### config.mk
export PLATFORM = sky130hd
export DESIGN_NAME = altsqrt_pipe_avmm_bridge_flat
export DESIGN_NICKNAME = d
export VERILOG_FILES = /design/src/rtl/altsqrt_pipe_avmm_bridge_if.sv /design/src/rtl/altsqrt_pipe_avmm_bridge.sv /design/src/flat_wrapper.sv
export SDC_FILE = /design/constraint.sdc
export NUM_CORES = 1
export LEC_CHECK = 0
export ABC_AREA = 1
export CORE_AREA = 2 2 100 82
export CTS_CLUSTER_DIAMETER = 30
export DETAILED_ROUTE_END_ITERATION = 8
export DIE_AREA = 0 0 102 84
export PLACE_DENSITY_LB_ADDON = 0.12
export SLEW_MARGIN = 20
export SYNTH_ARGS = -nofsm -noshare
export SYNTH_HDL_FRONTEND = slang
export SYNTH_SLANG_ARGS = --single-unit
### constraint.sdc
create_clock -name clk -period 4.1 [get_ports clk]
set_input_delay 0.615 -clock clk [delete_from_list [all_inputs] [get_ports clk]]
set_output_delay 0.615 -clock clk [all_outputs]
set_load 0.03 [all_outputs]
### src/rtl/altsqrt_pipe_avmm_bridge_if.sv
// Avalon-MM slave bus bundle for the ALTSQRT CSR bridge.
// Host side drives the master modport; the bridge takes the slave modport.
interface altsqrt_pipe_avmm_bridge_if;
    logic [2:0]  avs_address;
    logic        avs_read;
    logic        avs_write;
    logic [31:0] avs_writedata;
    logic [31:0] avs_readdata;
    logic        avs_readdatavalid;

    modport master (
        output avs_address, avs_read, avs_write, avs_writedata,
        input  avs_readdata, avs_readdatavalid
    );

    modport slave (
        input  avs_address, avs_read, avs_write, avs_writedata,
        output avs_readdata, avs_readdatavalid
    );
endinterface

### src/rtl/altsqrt_pipe_avmm_bridge.sv
// CSR bridge that launches one ALTSQRT pipeline operation per START and captures
// root/remainder PIPE_LATENCY+1 clocks later, with status, counter and interrupt.
module altsqrt_pipe_avmm_bridge #(
    parameter int RADICAL_W    = 8,
    parameter int PIPE_LATENCY = 2,
    localparam int Q_W         = RADICAL_W / 2,
    localparam int REM_W       = RADICAL_W / 2 + 1
) (
    input  logic                         clk,
    input  logic                         areset,
    altsqrt_pipe_avmm_bridge_if.slave    avs,
    output logic                         irq,
    output logic [RADICAL_W-1:0]         altsqrt_radical,
    input  logic [Q_W-1:0]               altsqrt_q,
    input  logic [REM_W-1:0]             altsqrt_remainder
);

    typedef enum logic {
        S_IDLE,
        S_WAIT
    } state_t;

    state_t               r_state;
    state_t               w_stateNext;
    logic [3:0]           r_cnt;
    logic [3:0]           w_cntNext;
    logic [RADICAL_W-1:0] r_radical;
    logic [Q_W-1:0]       r_q;
    logic [REM_W-1:0]     r_rem;
    logic [31:0]          r_count;
    logic                 r_done;
    logic                 r_overrun;
    logic                 r_irqEn;
    logic                 r_irq;
    logic [31:0]          r_readdata;
    logic                 r_readdatavalid;

    logic                 w_busy;
    logic                 w_radWr;
    logic                 w_ctrlWr;
    logic                 w_statusWr;
    logic                 w_startReq;
    logic                 w_start;
    logic                 w_capture;
    logic                 w_overrunEvt;
    logic [31:0]          w_rdMux;
    logic                 w_unused;

    assign w_busy       = (r_state == S_WAIT);
    assign w_radWr      = avs.avs_write && (avs.avs_address == 3'd0);
    assign w_ctrlWr     = avs.avs_write && (avs.avs_address == 3'd1);
    assign w_statusWr   = avs.avs_write && (avs.avs_address == 3'd2);
    assign w_startReq   = w_ctrlWr && avs.avs_writedata[0];
    assign w_start      = !w_busy && w_startReq;
    assign w_capture    = w_busy && (r_cnt == 4'd0);
    assign w_overrunEvt = w_busy && (w_startReq || w_radWr);
    assign w_unused     = ^avs.avs_writedata;

    assign altsqrt_radical       = r_radical;
    assign irq                   = r_irq;
    assign avs.avs_readdata      = r_readdata;
    assign avs.avs_readdatavalid = r_readdatavalid;

    always_comb begin
        w_stateNext = r_state;
        w_cntNext   = r_cnt;
        case (r_state)
            S_IDLE: begin
                if (w_startReq) begin
                    w_stateNext = S_WAIT;
                    w_cntNext   = 4'(PIPE_LATENCY);
                end
            end
            S_WAIT: begin
                if (r_cnt == 4'd0) begin
                    w_stateNext = S_IDLE;
                end else begin
                    w_cntNext = r_cnt - 4'd1;
                end
            end
            default: begin
                w_stateNext = S_IDLE;
                w_cntNext   = 4'd0;
            end
        endcase
    end

    always_ff @(posedge clk) begin
        if (areset) begin
            r_state <= S_IDLE;
            r_cnt   <= 4'd0;
        end else begin
            r_state <= w_stateNext;
            r_cnt   <= w_cntNext;
        end
    end

    // Sticky status bits: a set event in the same cycle as a W1C wins.
    always_ff @(posedge clk) begin
        if (areset) begin
            r_radical <= '0;
            r_q       <= '0;
            r_rem     <= '0;
            r_count   <= 32'd0;
            r_done    <= 1'b0;
            r_overrun <= 1'b0;
            r_irqEn   <= 1'b0;
            r_irq     <= 1'b0;
        end else begin
            if (w_radWr && !w_busy) begin
                r_radical <= avs.avs_writedata[RADICAL_W-1:0];
            end
            if (w_ctrlWr) begin
                r_irqEn <= avs.avs_writedata[1];
            end
            if (w_capture) begin
                r_q     <= altsqrt_q;
                r_rem   <= altsqrt_remainder;
                r_count <= r_count + 32'd1;
            end
            if (w_capture) begin
                r_done <= 1'b1;
            end else if (w_start) begin
                r_done <= 1'b0;
            end else if (w_statusWr && avs.avs_writedata[1]) begin
                r_done <= 1'b0;
            end
            if (w_overrunEvt) begin
                r_overrun <= 1'b1;
            end else if (w_statusWr && avs.avs_writedata[2]) begin
                r_overrun <= 1'b0;
            end
            r_irq <= r_done && r_irqEn;
        end
    end

    always_comb begin
        w_rdMux = 32'd0;
        case (avs.avs_address)
            3'd0:    w_rdMux = 32'(r_radical);
            3'd1:    w_rdMux = {30'd0, r_irqEn, 1'b0};
            3'd2:    w_rdMux = {29'd0, r_overrun, r_done, w_busy};
            3'd3:    w_rdMux = 32'(r_q);
            3'd4:    w_rdMux = 32'(r_rem);
            3'd5:    w_rdMux = r_count;
            3'd6:    w_rdMux = {16'd0, 8'(PIPE_LATENCY), 8'(RADICAL_W)};
            default: w_rdMux = 32'd0;
        endcase
    end

    // Read data reflects register state before any write taking effect this edge.
    always_ff @(posedge clk) begin
        if (areset) begin
            r_readdata      <= 32'd0;
            r_readdatavalid <= 1'b0;
        end else begin
            r_readdatavalid <= avs.avs_read;
            r_readdata      <= avs.avs_read ? w_rdMux : 32'd0;
        end
    end

endmodule

### src/flat_wrapper.sv
// flat-port wrapper written by rule: the top's interface ports become plain ports
module altsqrt_pipe_avmm_bridge_flat 
#(
    parameter int RADICAL_W    = 8,
    parameter int PIPE_LATENCY = 2,
    localparam int Q_W         = RADICAL_W / 2,
    localparam int REM_W       = RADICAL_W / 2 + 1
)
  (clk, areset, irq, altsqrt_radical, altsqrt_q, altsqrt_remainder, avs_avs_address, avs_avs_read, avs_avs_write, avs_avs_writedata, avs_avs_readdata, avs_avs_readdatavalid);
  altsqrt_pipe_avmm_bridge_if avs_i ();
  input  logic clk;
  input  logic areset;
  output logic irq;
  output logic [RADICAL_W-1:0] altsqrt_radical;
  input  logic [Q_W-1:0] altsqrt_q;
  input  logic [REM_W-1:0] altsqrt_remainder;
  input wire logic [$bits(avs_i.avs_address)-1:0] avs_avs_address;
  input wire logic [$bits(avs_i.avs_read)-1:0] avs_avs_read;
  input wire logic [$bits(avs_i.avs_write)-1:0] avs_avs_write;
  input wire logic [$bits(avs_i.avs_writedata)-1:0] avs_avs_writedata;
  output wire logic [$bits(avs_i.avs_readdata)-1:0] avs_avs_readdata;
  output wire logic [$bits(avs_i.avs_readdatavalid)-1:0] avs_avs_readdatavalid;
  assign avs_i.avs_address = avs_avs_address;
  assign avs_i.avs_read = avs_avs_read;
  assign avs_i.avs_write = avs_avs_write;
  assign avs_i.avs_writedata = avs_avs_writedata;
  assign avs_avs_readdata = avs_i.avs_readdata;
  assign avs_avs_readdatavalid = avs_i.avs_readdatavalid;
  altsqrt_pipe_avmm_bridge #(.RADICAL_W(RADICAL_W), .PIPE_LATENCY(PIPE_LATENCY)) u_core (.clk(clk), .areset(areset), .avs(avs_i), .irq(irq), .altsqrt_radical(altsqrt_radical), .altsqrt_q(altsqrt_q), .altsqrt_remainder(altsqrt_remainder));
endmodule
==> results.toml, run 1 <==
[status]
status = "finished clean"

[synth]
syn_nets = 606
async_flop_share_pct = 0
synthTopCellsByArea = "dfxtp_1 (46%), nand2_1 (11%), nor2_1 (7.8%)"
muxShareOfSynthArea_pct = 0
avgSynthCellArea_um2 = 7.19
synth_xor_xnor_area_share_pct = 0.657
synth_compound_area_share_pct = 10.1
synth_top_family_by_area = "simple AND/OR/NAND/NOR gates"
synthAdderAreaFrac_pct = 0.626
synthFlopType = "dfxtp_1"
synth_top_area_cell = "dfxtp_1"
yosys_warnings = 0
synthSimpleGateAreaFrac_pct = 35.5
syn_area_um2 = 4000
synth_edf_count = 0
synth_cell_types = 30
ys_seq_area_share_pct = 45.6
synth-seq-cells = 91
synth.most_common_cell = "nand2_1"
synth_common_cells = "nand2_1 (120), dfxtp_1 (91), nor2_1 (83), inv_1 (52), a21oi_1 (48)"
netlist.area_leader.share_pct = 45.6
netlist_instances = 556

[worst_setup_path]
critPathSlowestCell = "clkdlybuf4s50_1"
reg2reg_setup_slack_ns = 2.16
path_cells = "clkdlybuf4s50_1, inv_2, nand3_2, inv_1, nand2_1, nand3_1, nor3_1, nor2_1"
max_stage_delay_ns = 0.57
timing.critical_path.from_type = "primary input"
crit_path_end_kind = "register"
crit_arrival_ns = 2.43
crit_buf_inv = 3
crit_fanout = 26
rr_worst_depth = 11
cp.required_ns = 4.34
r2r_start = "u_core.r_cnt[0]"
crit_family = "buffers and inverters"
r2r-end = "u_core.r_count[17]"
critPathKind = "in2reg"

[global_route]
groute.usage.overall_pct = 22.3
grt_pass1_vias = 3240
grt_antenna_before_repair = 0
grt_max_degree = 38
overflow = 0
grt_pass1_wl_um = 15200

[floorplan]
ios = 90
die_h_um = 84
start_util_pct = 52.0
dieArea_um2 = 8570
row_count = 29
die_w_um = 102
core_area_um2 = 7690

[place]
place_congestion = 0.836
place.port_buffers = 65
hpwl_um = 6650

[clock_network]
htree_levels = 3
cts_tree = "done"
insertion_delay_ns = 0.36
clkTransAtPathRegs_ns = 0.09
cts-root-buf = "clkbuf_8"
cts_sinks = 91
numCtsBuffers = 9
postCtsSetupBuffers = 0
cts_hold_buffers = 0
postCtsResizedCells = 0
cts_buffer_depth = 2

[finish]
antenna_cells = 0
fin_nets = 670
layout-drive-gt1-share_pct = 10.1
syn2layout_area_growth_pct = 22.9

[routing]
drt_first_pass_iters = 5
drt-wirelength-per-cell_um = 12.4
antenna_left = 0
drt_iter0_drc = 191
via_count = 3655
remaining_drc_errors = 0
drt_wl_total_um = 9090
via_per_inst = 4.99

[timing]
fin_crit_ns = 2.19
post-route-period-util_pct = 53.4
slew_violations = 0
grt_setup_unrepaired = "false"
finalHoldViolations = 0
setup_viol = 0
slew_headroom_pct = 63.8
max_freq_mhz = 457
worst_clock_skew_ns = 0.0142
tightest_slew_ns = 0.543
finalSetupTns_ns = 0
whs_ns = 0.452

[flow_run]
drv_cap = 0

[worst_hold_path]
whs_endpoint = "u_core.irq"
min_from = "u_core.r_irqEn"
hold_path.class = "reg2reg"
hold_depth = 2

[power_and_ir_drop]
p_leak_nw = 1.69
max-vdd-ir-drop_mv = 0.230
power_density_nw_per_um2 = 314
## report_power, final
group	internal [mW]	switching (mW)
logic	0.0380	0.0536
registers	0.889	0.00327
clock network	0.242	0.318
total	1.17	0.375
## per-stage QoR
| step | power (mW) | cell area [um2] | util (%) | std cells | worst slack (ns) |
|---|---|---|---|---|---|
| 6_report | 1.54 | 4920 | 63.9 | 733 | 1.91 |
| 5_1_grt | 1.60 | 4920 | 63.9 | 733 | 1.77 |
| 4_1_cts | 1.56 | 4920 | 63.9 | 733 | 1.90 |
| 3_5_place_dp | 1.00 | 4730 | 61.5 | 717 | 1.53 |
| 3_3_place_gp | 1.00 | 4730 | 61.5 | 717 | 1.56 |
| 2_1_floorplan | 0.961 | 4000 | - | 556 | 2.53 |
## cell families after synthesis
kind of cell | Yosys count
adder cells (fa/ha/maj) | 2
AO/OA/AOI/OAI | 79
flip-flops | 91
AND/OR/NAND/NOR | 307
buffers and inverters | 74
XOR/XNOR | 3
## registers in the layout, summed over array words and instances (netlist names)
| name | cells |
|---|---|
| u_core.r_rem | 5 |
| u_core.altsqrt_radical | 8 |
| u_core.r_q | 4 |
| u_core.r_state | 1 |
| u_core.irq | 1 |
| u_core.avs.avs_readdata | 32 |
| u_core.r_done | 1 |
| u_core.r_irqEn | 1 |
| u_core.r_overrun | 1 |
| u_core.r_cnt | 4 |
| u_core.avs.avs_readdatavalid | 1 |
| u_core.r_count | 32 |
## worst max-delay path by stage
stage                       startpoint                         end  slack [ns]  cells past startpoint
floorplan           avs_avs_address[0]   u_core.altsqrt_radical[5]        2.53                      8
global placement    avs_avs_address[0]  u_core.avs.avs_readdata[4]        1.56                      7
detailed placement  avs_avs_address[0]  u_core.avs.avs_readdata[1]        1.53                      7
CTS                 avs_avs_address[0]  u_core.avs.avs_readdata[1]        1.90                      7
global route        avs_avs_address[0]  u_core.avs.avs_readdata[3]        1.77                      7
finish              avs_avs_address[1]  u_core.avs.avs_readdata[1]        1.91                      8
## placed cells by master, fill, tap and decap left out, drive strengths merged, types with 2 or more instances in the layout
cell,count
a21oi,48
and2,2
buf,4
clkbuf,10
clkdlybuf4s50,65
clkinv,3
dfxtp,91
ha,2
inv,60
nand2,129
nand3,39
nand4,7
nor2,106
nor3,23
o211ai,2
o21ai,26
o22ai,2
xor2,2
## metal layers
| layer | GRT usage, % | wire length, um |
|---|---|---|
| met2 | 32.3 | 3770 |
| met3 | 4.69 | 499 |
| met5 | 0 | 0 |
| met1 | 33.5 | 4730 |
| met4 | 5.94 | 83 |
## worst min-delay path, stage by stage (launching register included)
cell,delay (ns)
dfxtp_1,0.33
nand2_1,0.06
nor2_1,0.03
## cell type report
type                            instances  area, um2
Sequential cell                        91       1820
Clock inverter                          6       47.5
Fill cell                             710       2780
Tap cell                              108        135
Inverter                               58        218
Multi-Input combinational cell        391       1880
Timing Repair Buffer                   69        681
Clock buffer                           10        138
(Power assumes the default switching activity.)
==> inputs of run 2 (changes only) <==
--- a/config.mk
+++ b/config.mk
@@ -6,10 +6,10 @@
 export NUM_CORES = 1
 export LEC_CHECK = 0
 export ABC_AREA = 1
-export CORE_AREA = 2 2 100 82
+export CORE_AREA = 2 2 109 90
 export CTS_CLUSTER_DIAMETER = 30
 export DETAILED_ROUTE_END_ITERATION = 8
-export DIE_AREA = 0 0 102 84
+export DIE_AREA = 0 0 111 92
 export PLACE_DENSITY_LB_ADDON = 0.12
 export SLEW_MARGIN = 20
 export SYNTH_ARGS = -nofsm -noshare
==> constraint.sdc (replaced) <==
create_clock -name clk -period 2 [get_ports clk]
set_input_delay 0.3 -clock clk [delete_from_list [all_inputs] [get_ports clk]]
set_output_delay 0.3 -clock clk [all_outputs]
set_load 0.03 [all_outputs]
==> results.toml, run 2 (synthesized netlist as in run 1, its figures left out) <==
[finish]
fin_nets = 674
fin_cells = 748
final_common_cell = "nand2_1"
post-route-util_pct = 55.1
final_cell_area_um2 = 5100
layout-drive-gt1-share_pct = 10.7
layout_common_cells = "nand2_1 (120), dfxtp_1 (91), nor2_1 (83), clkdlybuf4s50_1 (65), inv_1 (52)"
antenna_cells = 0
syn2layout_area_growth_pct = 27.5

[clock_network]
htree_levels = 3
numCtsBuffers = 9
clkTransAtPathRegs_ns = 0.07
cts-root-buf = "clkbuf_16"
cts_tree = "done"
insertion_delay_ns = 0.34
cts_hold_buffers = 0
postCtsSetupBuffers = 0
cts_sinks = 91
cts_buffer_depth = 2
postCtsResizedCells = 0

[power_and_ir_drop]
pwr-share-clk_pct = 47.9
swShare_pct = 22.4
power_density_nw_per_um2 = 761
p_seq_share_pct = 47.2
finalPower_mw = 3.88
max-vdd-ir-drop_mv = 0.546
netSwitchingPower_uw = 871
p_int_mw = 3.01
p_leak_nw = 1.77
power_frac_comb_pct = 5.0

[global_route]
grt_pass1_vias = 3526
grt_pass1_wl_um = 16800
grt_max_degree = 38
overflow = 0
grt_antenna_before_repair = 0
groute.usage.overall_pct = 20.4

[worst_setup_path]
max_stage_delay_ns = 0.69
crit_buf_inv = 1
critPathKind = "reg2out"
critPathSlowestCell = "clkdlybuf4s50_1"
crit_path_end_kind = "primary output"
crit_arrival_ns = 1.40
crit_family = "buffers and inverters"
timing.critical_path.from_type = "register"
path_cells = "clkdlybuf4s50_1"
cp.required_ns = 1.70
crit_fanout = 3

[floorplan]
dieArea_um2 = 10200
core_area_um2 = 9250
start_util_pct = 43.2
row_count = 32
ios = 90
die_h_um = 92
die_w_um = 111

[routing]
drt_iter0_drc = 259
via_count = 3749
antenna_left = 0
via_per_inst = 5.01
drt_wl_total_um = 9910
drt-wirelength-per-cell_um = 13.2
remaining_drc_errors = 0
drt_first_pass_iters = 4

[status]
status = "finished clean"

[place]
dp_cells = 732
hpwl_um = 7270
place_congestion = 0.841
place.port_buffers = 65
dpl_cell_area_um2 = 4770
detailedPlace.worstSlack_ns = 0.142

[timing]
setup_viol = 0
finalHoldViolations = 0
fin_crit_ns = 1.70
slew_headroom_pct = 65.0
timing.final.ws_setup_ns = 0.305
worst_clock_skew_ns = 0.00989
post-route-period-util_pct = 84.8
whs_ns = 0.451
grt_setup_unrepaired = "false"
slew_violations = 0
finalSetupTns_ns = 0
max_freq_mhz = 590
tightest_slew_ns = 0.524

[worst_hold_path]
hold_path.class = "reg2reg"

[flow_run]
drv_cap = 0
==> run 2: worst paths after layout <==
path | from | endpoint | cells after the start | slack (ns)
hold reg to reg | u_core.r_cnt[0] | u_core.r_cnt[0] | 1 | 0.45
setup reg to reg | u_core.r_cnt[0] | u_core.r_count[17] | 10 | 0.34
setup / recovery | u_core.altsqrt_radical[5] | altsqrt_radical[5] | 1 | 0.30
hold / removal | u_core.r_cnt[0] | u_core.r_cnt[0] | 1 | 0.45
==> run 2: area by class of cell <==
cell class / instances / area, um2
Fill cell: 919 / 4150
Multi-Input combinational cell: 391 / 1880
Sequential cell: 91 / 1820
Timing Repair Buffer: 73 / 711
Clock buffer: 9 / 225
Inverter: 58 / 218
Tap cell: 119 / 149
Clock inverter: 7 / 98.8
==> run 2: routing by layer <==
layer	wire length [um]	GRT usage, %	vias to the layer above
met5	0	0	-
li1	-	-	1921
met4	113	6.04	0
met2	4140	30.9	99
met3	481	4.16	12
met1	5180	29.4	1717
==> run 2: power groups by stage <==
stage / clock network, mW / registers (mW) / logic, mW
finish: 1.86 / 1.83 / 0.193
floorplan: 0 / 1.89 / 0.0828
detailed placement: 0 / 1.87 / 0.194
CTS: 1.89 / 1.83 / 0.195
global route: 1.96 / 1.83 / 0.213
global placement: 0 / 1.87 / 0.191
==> inputs of run 3 (changes only) <==
==> constraint.sdc (replaced) <==
create_clock -name clk -period 1.4 [get_ports clk]
set_input_delay 0.21 -clock clk [delete_from_list [all_inputs] [get_ports clk]]
set_output_delay 0.21 -clock clk [all_outputs]
set_load 0.03 [all_outputs]
==> results.toml, run 3 (synthesized netlist as in run 1, its figures left out) <==
[power_and_ir_drop]
max-vdd-ir-drop_mv = 0.640
finalPower_mw = 5.59
power_density_nw_per_um2 = 982
p_leak_nw = 2.28

[timing]
grt_setup_unrepaired = "true"
fin_crit_ns = 1.47
worst_clock_skew_ns = 0.00682
finalHoldViolations = 0
timing.final.ws_setup_ns = -0.0683
slew_violations = 0
whs_ns = 0.422
setup_viol = 7
finalSetupTns_ns = -0.154
tightest_slew_ns = 0.315
post-route-period-util_pct = 105
max_freq_mhz = 681
slew_headroom_pct = 78.9

[floorplan]
ios = 90
start_util_pct = 43.2
die_w_um = 111
die_h_um = 92
row_count = 32
core_area_um2 = 9250
dieArea_um2 = 10200

[worst_setup_path]
critPathKind = "reg2reg"
timing.critical_path.from_type = "register"
crit_fanout = 6
crit_family = "simple AND/OR/NAND/NOR gates"
max_stage_delay_ns = 0.36
critPathSlowestCell = "dfxtp_2"
path_cells = "ha_4, inv_4, nor2_4, nand2_4, nor2_8, buf_6, nand3_2, nand2_1, nor2_1"
crit_buf_inv = 2
cp.required_ns = 1.63
crit_path_end_kind = "register"
crit_arrival_ns = 1.70

[global_route]
grt_max_degree = 23
grt_antenna_before_repair = 0
groute.usage.overall_pct = 21.9
overflow = 0
grt_pass1_vias = 3739
grt_pass1_wl_um = 17900

[finish]
multi_input_area_um2 = 2080
layout-drive-gt1-share_pct = 22.6
fin_nets = 722
syn2layout_area_growth_pct = 42.4
seq_area_um2 = 1840
post-route-util_pct = 61.6
final_common_cell = "nand2_1"
layout_common_cells = "nand2_1 (115), dfxtp_1 (80), nor2_1 (76), inv_1 (49)"
fillers = 816
antenna_cells = 0

[routing]
drt_wl_total_um = 11100
via_per_inst = 5.01
via_count = 3980
drt-wirelength-per-cell_um = 14.0
remaining_drc_errors = 0
drt_first_pass_iters = 5
drt_iter0_drc = 211
antenna_left = 0

[status]
violations = "negative setup slack"
status = "finished with violations"

[flow_run]
drv_cap = 0

[place]
hpwl_um = 7960
detailedPlace.worstSlack_ns = -0.276
place.port_buffers = 65
place_congestion = 0.855

[clock_network]
cts_sinks = 91
clkTransAtPathRegs_ns = 0.07
numCtsBuffers = 9
cts_buffer_depth = 2
htree_levels = 3
cts-root-buf = "clkbuf_16"
cts_tree = "done"
insertion_delay_ns = 0.34

[worst_hold_path]
hold_path.class = "in2reg"
## run 3: cell types whose count changed in the layout (fill, tap and decap cells not counted), moves of 4 or more
cell             delta
buf_4              +39
buf_6               +4
clkdlybuf4s50_1    -42
dfxtp_1            -11
dfxtp_2            +10
dlygate4sd2_1      +42
nand2_1             -5
nand3_1             -8
nand3_4             +5
nor2_1              -7
nor2_4              +9
## run 3: repair_timing
item                       CTS  global route
gates cloned                 0             0
pin swaps                    6            23
hold buffers                 0             0
setup endpoints to repair   66            40
setup buffers                2            10
resized for setup           62            51
## run 3: report_power, final
part / total (mW) / leakage [nW] / switching, mW / internal, mW
Combinational: 0.326 / 1.38 / 0.177 / 0.149
Clock: 2.65 / 0.156 / 1.04 / 1.62
Sequential: 2.61 / 0.740 / 0.00943 / 2.60
Total: 5.59 / 2.28 / 1.22 / 4.37
## run 3: path summary, 6_finish.rpt
check | start | to | slack, ns | depth (start not counted)
setup / recovery | u_core.r_count[0] | u_core.r_count[10] | -0.07 | 9
hold / removal | altsqrt_remainder[3] | u_core.r_rem[3] | 0.42 | 3
setup reg to reg | u_core.r_count[0] | u_core.r_count[10] | -0.07 | 9
hold reg to reg | u_core.r_irqEn | u_core.irq | 0.45 | 2
## run 3: area by class of cell
cell class | count | area share, %
inverter | 58 | 3.91
sequential | 91 | 32.3
multi-input combinational | 391 | 36.4
timing repair buffer | 121 | 19.1
clock inverter | 5 | 1.49
tap | 119 | 2.61
clock buffer | 10 | 4.20
## run 3: tightest hold or removal path, stage by stage
cell and delay, ns:
clkdlybuf4s50_1 0.39, nand2_1 0.06, a21oi_1 0.05
## run 3: routing by layer
| layer | GRT usage [%] | vias to the layer above | part of all wire, % |
|---|---|---|---|
| met5 | 0 | - | 0 |
| met4 | 6.25 | 0 | 1.1 |
| met3 | 4.30 | 15 | 5.3 |
| met2 | 33.0 | 116 | 44 |
| met1 | 31.8 | 1834 | 49 |
| li1 | - | 2015 | - |
## run 3: through the flow
| step | instance area (um2) | cells |
|---|---|---|
| 2_1_floorplan | 4000 | 556 |
| 3_3_place_gp | 5080 | 768 |
| 3_5_place_dp | 5080 | 768 |
| 4_1_cts | 5440 | 785 |
| 5_1_grt | 5700 | 795 |
| 6_report | 5700 | 795 |
